<file path="src/rtl/complete_arbiter.sv">
// In-order per-FU result FIFO with synchronous clear; head is visible combinationally.
// Latency: a push at edge N is at the head in cycle N+1.
// Backpressure: the caller gates push with count < DEPTH. This FIFO never pops when empty.
module complete_fifo #(
    parameter int DEPTH = 2,
    parameter int W     = 38
) (
    input  logic                         clock,
    input  logic                         reset,
    input  logic                         clear,
    input  logic                         push,
    input  logic [W-1:0]                 push_dat,
    input  logic                         pop,
    output logic [W-1:0]                 head_dat,
    output logic [$clog2(DEPTH+1)-1:0]   count
);
    localparam int PW = $clog2(DEPTH);

    logic [W-1:0]  mem [DEPTH];
    logic [PW-1:0] head;
    logic [PW-1:0] tail;

    always_ff @(posedge clock or negedge reset) begin
        if (!reset) begin
            head  <= '0;
            tail  <= '0;
            count <= '0;
        end else if (clear) begin
            head  <= '0;
            tail  <= '0;
            count <= '0;
        end else begin
            if (push) tail <= tail + 1'b1;
            if (pop)  head <= head + 1'b1;
            if (push && !pop)
                count <= count + 1'b1;
            else if (pop && !push)
                count <= count - 1'b1;
        end
    end

    always_ff @(posedge clock) begin
        if (push && !clear) mem[tail] <= push_dat;
    end

    assign head_dat = mem[head];
endmodule

// Complete stage: buffers FU results per source and round-robins them onto the PRF write port / CDB.
// Latency: a result accepted at edge N drives write_en in cycle N+2 when it faces no contention.
// Backpressure: fu_ready[i] depends only on FIFO occupancy. A result offered while not ready is dropped.
module complete_arbiter #(
    parameter int NUM_FU = 4,
    parameter int DEPTH  = 2,
    parameter int XLEN   = 32,
    parameter int TAG_W  = 6
) (
    input  logic                    clock,
    input  logic                    reset,
    input  logic                    flush,
    input  logic [NUM_FU-1:0]       fu_valid,
    input  logic [NUM_FU*TAG_W-1:0] fu_tag,
    input  logic [NUM_FU*XLEN-1:0]  fu_data,
    output logic [NUM_FU-1:0]       fu_ready,
    output logic                    write_en,
    output logic [TAG_W-1:0]        write_tag,
    output logic [XLEN-1:0]         write_data,
    output logic                    busy
);
    localparam int IW = (NUM_FU > 1) ? $clog2(NUM_FU) : 1;
    localparam int CW = $clog2(DEPTH+1);

    typedef struct packed {
        logic [TAG_W-1:0] tag;
        logic [XLEN-1:0]  dat;
    } result_t;

    result_t           head  [NUM_FU];
    logic [CW-1:0]     count [NUM_FU];
    logic [NUM_FU-1:0] push;
    logic [NUM_FU-1:0] pop;
    logic [NUM_FU-1:0] nonempty;
    logic              grant_any;
    logic [IW-1:0]     grant_idx;
    logic [IW-1:0]     rr_ptr;
    int                scan;
    result_t           win;

    for (genvar i = 0; i < NUM_FU; i++) begin : g_fu
        result_t in_res;

        assign in_res      = {fu_tag[i*TAG_W +: TAG_W], fu_data[i*XLEN +: XLEN]};
        assign fu_ready[i] = count[i] < CW'(DEPTH);
        assign nonempty[i] = count[i] != '0;
        // Tag 0 has no destination: the handshake completes but nothing is stored.
        assign push[i]     = fu_valid[i] && fu_ready[i] && !flush
                             && (fu_tag[i*TAG_W +: TAG_W] != '0);
        assign pop[i]      = grant_any && (grant_idx == IW'(i)) && !flush;

        complete_fifo #(.DEPTH(DEPTH), .W($bits(result_t))) u_fifo (
            .clock    (clock),
            .reset    (reset),
            .clear    (flush),
            .push     (push[i]),
            .push_dat (in_res),
            .pop      (pop[i]),
            .head_dat (head[i]),
            .count    (count[i])
        );
    end

    // First non-empty FIFO at or after rr_ptr, wrapping around, wins.
    always_comb begin
        grant_any = 1'b0;
        grant_idx = '0;
        scan      = 0;
        for (int k = 0; k < NUM_FU; k++) begin
            scan = int'(rr_ptr) + k;
            if (scan >= NUM_FU) scan = scan - NUM_FU;
            if (!grant_any && nonempty[IW'(scan)]) begin
                grant_any = 1'b1;
                grant_idx = IW'(scan);
            end
        end
    end

    assign win = head[grant_idx];

    always_ff @(posedge clock or negedge reset) begin
        if (!reset) begin
            write_en   <= 1'b0;
            write_tag  <= '0;
            write_data <= '0;
            rr_ptr     <= '0;
        end else if (flush) begin
            // The squash keeps rr_ptr so that fairness continues across it.
            write_en <= 1'b0;
        end else begin
            write_en <= grant_any;
            if (grant_any) begin
                write_tag  <= win.tag;
                write_data <= win.dat;
                rr_ptr     <= (grant_idx == IW'(NUM_FU-1)) ? '0 : grant_idx + 1'b1;
            end
        end
    end

    assign busy = (|nonempty) || write_en;
endmodule

</file>
<file path="config.mk">
export PLATFORM = sky130hd
export DESIGN_NAME = complete_arbiter
export DESIGN_NICKNAME = d
export VERILOG_FILES = /design/src/rtl/complete_arbiter.sv
export SDC_FILE = /design/constraint.sdc
export NUM_CORES = 1
export LEC_CHECK = 0
export CORE_UTILIZATION = 30
export CTS_CLUSTER_SIZE = 25
export DETAILED_ROUTE_END_ITERATION = 7
export PLACE_DENSITY = 0.59
export SLEW_MARGIN = 15
export SYNTH_ARGS = -nofsm -noshare
export SYNTH_HDL_FRONTEND = slang
export SYNTH_SLANG_ARGS = --single-unit
</file>
<file path="constraint.sdc">
create_clock -name clock -period 4.4 [get_ports clock]
set_input_delay 0.66 -clock clock [delete_from_list [all_inputs] [get_ports clock]]
set_output_delay 0.66 -clock clock [all_outputs]
set_load 0.005 [all_outputs]
</file>
==> results by stage <==
Synth:
- Synthesis instantiated 52 different standard cells from the library.
- After synthesis the cells add up to 14400 µm².
- The average footprint of a synthesized cell is 16.9 µm².
- The top flip-flop cell by instance count after synthesis is sky130_fd_sc_hd__edfxtp_1.
- For this run, the register share of the synthesized area comes to 73.2%.
- After synthesis, the share of flip-flops with an asynchronous set or reset is 15.8%.
- Yosys printed 0 warnings.
- The synthesized design contains 361 register bits.
- The synthesized design contains 304 enable-type register cells.
- The count of mapped cells out of synthesis is 853.
- The synthesized net count is 1013.

Setup path:
- The worst setup path is captured at a flip-flop.
- The required time at the worst-slack endpoint is 4.86 ns.
- The maximum fanout count along the critical path is 24.
- The worst setup path is of the reg -> reg kind.
- The delay of the slowest cell on the worst path is 0.76 ns.
- The cell family contributing the most delay on the critical path is compound AO/OA/AOI/OAI gates.
- STA classifies the critical path startpoint as a flip-flop.
- Walking the worst path, the cells encountered are or2_1, o311ai_1, nand3_2, buf_4, a211oi_1, a221o_1.
- Across all register-to-register paths, the minimum setup slack is 1.30 ns.
- The data arrival time of the critical path is 3.56 ns.
- The worst-path cell with the longest stage delay is sky130_fd_sc_hd__o311ai_1.
- The buffers plus inverters on the worst setup path is 1.

Clocking:
- After clock tree synthesis, the repair step resized 0 gates.
- The register clock-pin slew on the reported worst setup and hold paths is 0.06 ns.
- The number of clock buffers inserted by TritonCTS is 39.
- The number of post-CTS setup repair buffers is 0.
- The H-tree level count is 2.
- The clock passes through at most 3 buffers.
- The clock tree from TritonCTS is done.
- In this run the clock root is driven by a sky130_fd_sc_hd__clkbuf_16.
- The clock drives 361 sinks.
- In this run, post-CTS hold repair placed 0 buffers.
- The worst-skew pair later-pin latency is 0.52 ns.

STA:
- The worst pin sits at a relative slew slack of 33.0%.
- The setup skew after layout is 0.0214 ns.
- The count of final max-slew check failures came to 0.
- The count of final setup violators is 0.
- At the pin with the least slew margin, the transition time is 1.00 ns.
- The portion of the clock cycle consumed by the worst path in the final layout is 70.4%.
- The achievable frequency is 323 MHz.
- Final hold analysis gives a worst-case slack of 0.271 ns.
- The hold violation count in the final report came to 0.
- The final critical path time including I/O delays and setup is 3.10 ns.
- In the final timing run, aggregate negative setup slack is 0 ns.
- Setup repair after global routing left no endpoint under its margin.

GRT:
- The total overflow left after global routing is 0.
- The via count of the first global-routing pass was 8728.
- The first global-routing pass estimated 57000 µm of wire.
- The initial antenna violation count is 4.
- Global routing used 15.8% of the available tracks across all layers.
- The maximum number of pins on one net before global-route repair is 58.

Detailed routing:
- After detailed routing, the number of vias per cell comes to 4.93.
- The DRC violation total after the first TritonRoute iteration is 529.
- The final route contains 8354 vias.
- In this run the remaining antenna-violating nets after routing total 0.
- For this run, design rule violations remaining after detail routing come to 0.
- The average wire per standard cell is 23.0 µm.
- The first TritonRoute pass finished after 4 iterations.
- The final routed wirelength across all metal layers is 38900 µm.

Layout:
- The library cells used most frequently in the layout, excluding fill and tap cells, are sky130_fd_sc_hd__edfxtp_1, sky130_fd_sc_hd__clkdlybuf4s50_1, sky130_fd_sc_hd__mux2i_1, sky130_fd_sc_hd__dfrtp_1.
- The library cell used most frequently in the layout, excluding fill and tap cells, is sky130_fd_sc_hd__edfxtp_1.
- The signed area change from the synthesized netlist to the final layout is 28.3%.
- For this run, the share of the core covered by cells in the final layout is 39.4%.
- The final-stage net count is 1214.
- Cells with a size suffix above 1 make up 13.1% of the layout.

Placed design:
- Input and output buffers added on the ports amount to 202.
- The last weighted congestion value of the routability-driven placer is 0.798.
- The placed wire-length estimate after detailed placement is 26700 µm.

Min path:
- The type of the worst min-delay path is in -> async.

Floorplan:
- The number of standard-cell rows in the floorplan is 79.
- Once the floorplan was initialized, standard cells occupied 30.7% of the core.
- In this run the vertical extent of the chip is 221 µm.
- In this run the count of I/O pins placed on the die edge is 203.
- The area of the die is 49000 µm².
- The die boundary width is 221 µm.
- The area of the placeable core is 47000 µm².

Power and ir drop:
- The areal power density over the cells is 618 nW/µm².
- The static leakage power is 6.12 nW.
- The worst supply voltage drop on vdd is 0.441 mV.

Outcome:
- The flow ran to the end, and the final reports show no timing, DRC or antenna violations.

Flow run:
- Across the run, the number of max-cap violations was 0.
-- cell type report --
type | count | area [µm²]
clock buffer | 54 | 1090
multi-input combinational | 421 | 3640
clock inverter | 16 | 168
fill | 4327 | 28400
antenna | 3 | 7.51
tap | 607 | 759
sequential | 361 | 10600
inverter | 10 | 37.5
timing repair buffer | 221 | 2250
-- flip-flops by register name, summed over array words and instances (netlist names) --
name,cells
write_tag,6
g_fu.u_fifo.head,4
write_en,1
g_fu.u_fifo.tail,4
g_fu.u_fifo.count,8
write_data,32
g_fu.u_fifo.mem,304
rr_ptr,2
-- power breakdown --
group / total, mW / leakage, nW / internal [mW] / switching, mW
sequential: 4.58 / 3.50 / 4.20 / 0.387
combinational: 3.66 / 2.00 / 1.65 / 2.01
clock: 3.19 / 0.621 / 1.92 / 1.28
-- cell usage after synthesis, types with 10 or more instances --
| master | instances | share of area (%) |
|---|---|---|
| sky130_fd_sc_hd__clkbuf_1 | 42 | 1.1 |
| sky130_fd_sc_hd__a221o_1 | 35 | 2.4 |
| sky130_fd_sc_hd__buf_2 | 11 | 0.38 |
| sky130_fd_sc_hd__mux2_2 | 39 | 3.0 |
| sky130_fd_sc_hd__nand2_1 | 13 | 0.34 |
| sky130_fd_sc_hd__a31oi_1 | 37 | 1.6 |
| sky130_fd_sc_hd__edfxtp_1 | 304 | 63 |
| sky130_fd_sc_hd__dfrtp_1 | 57 | 9.9 |
| sky130_fd_sc_hd__nor2_1 | 19 | 0.49 |
| sky130_fd_sc_hd__a211oi_1 | 36 | 1.9 |
| sky130_fd_sc_hd__mux2i_1 | 149 | 10 |
| sky130_fd_sc_hd__a21oi_1 | 10 | 0.35 |
-- path summary, 6_finish.rpt --
path,from,to,depth (start not counted)
max in group asynchronous,reset,g_fu[1].u_fifo.head,1
setup / recovery,g_fu[1].u_fifo.count[0],write_tag[0],6
setup reg to reg,g_fu[1].u_fifo.count[0],write_tag[0],6
hold / removal,reset,write_data[25],1
hold reg to reg,write_data[25],write_data[25],2
min in group clock,write_data[25],write_data[25],2
-- cells by family (layout without fill, tap and decap cells) --
group / Yosys count / in the layout / share of synthesized area, %
AOI/OAI and AO/OA: 154 / 154 / 8.14
adders and majority gates: 1 / 1 / 0.0867
DFF: 361 / 361 / 73.2
and+or+nand+nor: 67 / 67 / 2.38
buffers and inverters: 71 / 301 / 2.12
other: 0 / 3 / 0
xor gates and xnor gates: 8 / 8 / 0.486
muxes: 191 / 191 / 13.6
-- metrics by stage --
step	setup WS, ns	power [mW]	area (µm²)	std cells
finish	1.30	11.4	18500	1693
global route	1.01	12.0	18500	1693
CTS	1.28	11.6	18500	1690
detailed placement	0.885	8.37	17200	1620
global placement	0.883	8.31	17200	1620
floorplan	0.780	6.86	14400	853
-- routing by layer --
| metal | share of wire (%) | GRT usage [%] | up-vias |
|---|---|---|---|
| li1 | - | - | 3824 |
| met1 | 42 | 19.9 | 4224 |
| met2 | 51 | 26.9 | 256 |
| met3 | 4.8 | 2.89 | 48 |
| met4 | 2.3 | 5.57 | 2 |
| met5 | 0.044 | 0 | - |
-- worst reg2reg max path: cells and delay by family, from the launching register on --
kind,cells,cell delay [ns]
simple gates,2,1.02
buf+inv,1,0.46
flops,1,0.45
compound gates,3,1.13
(Power assumes the default switching activity.)
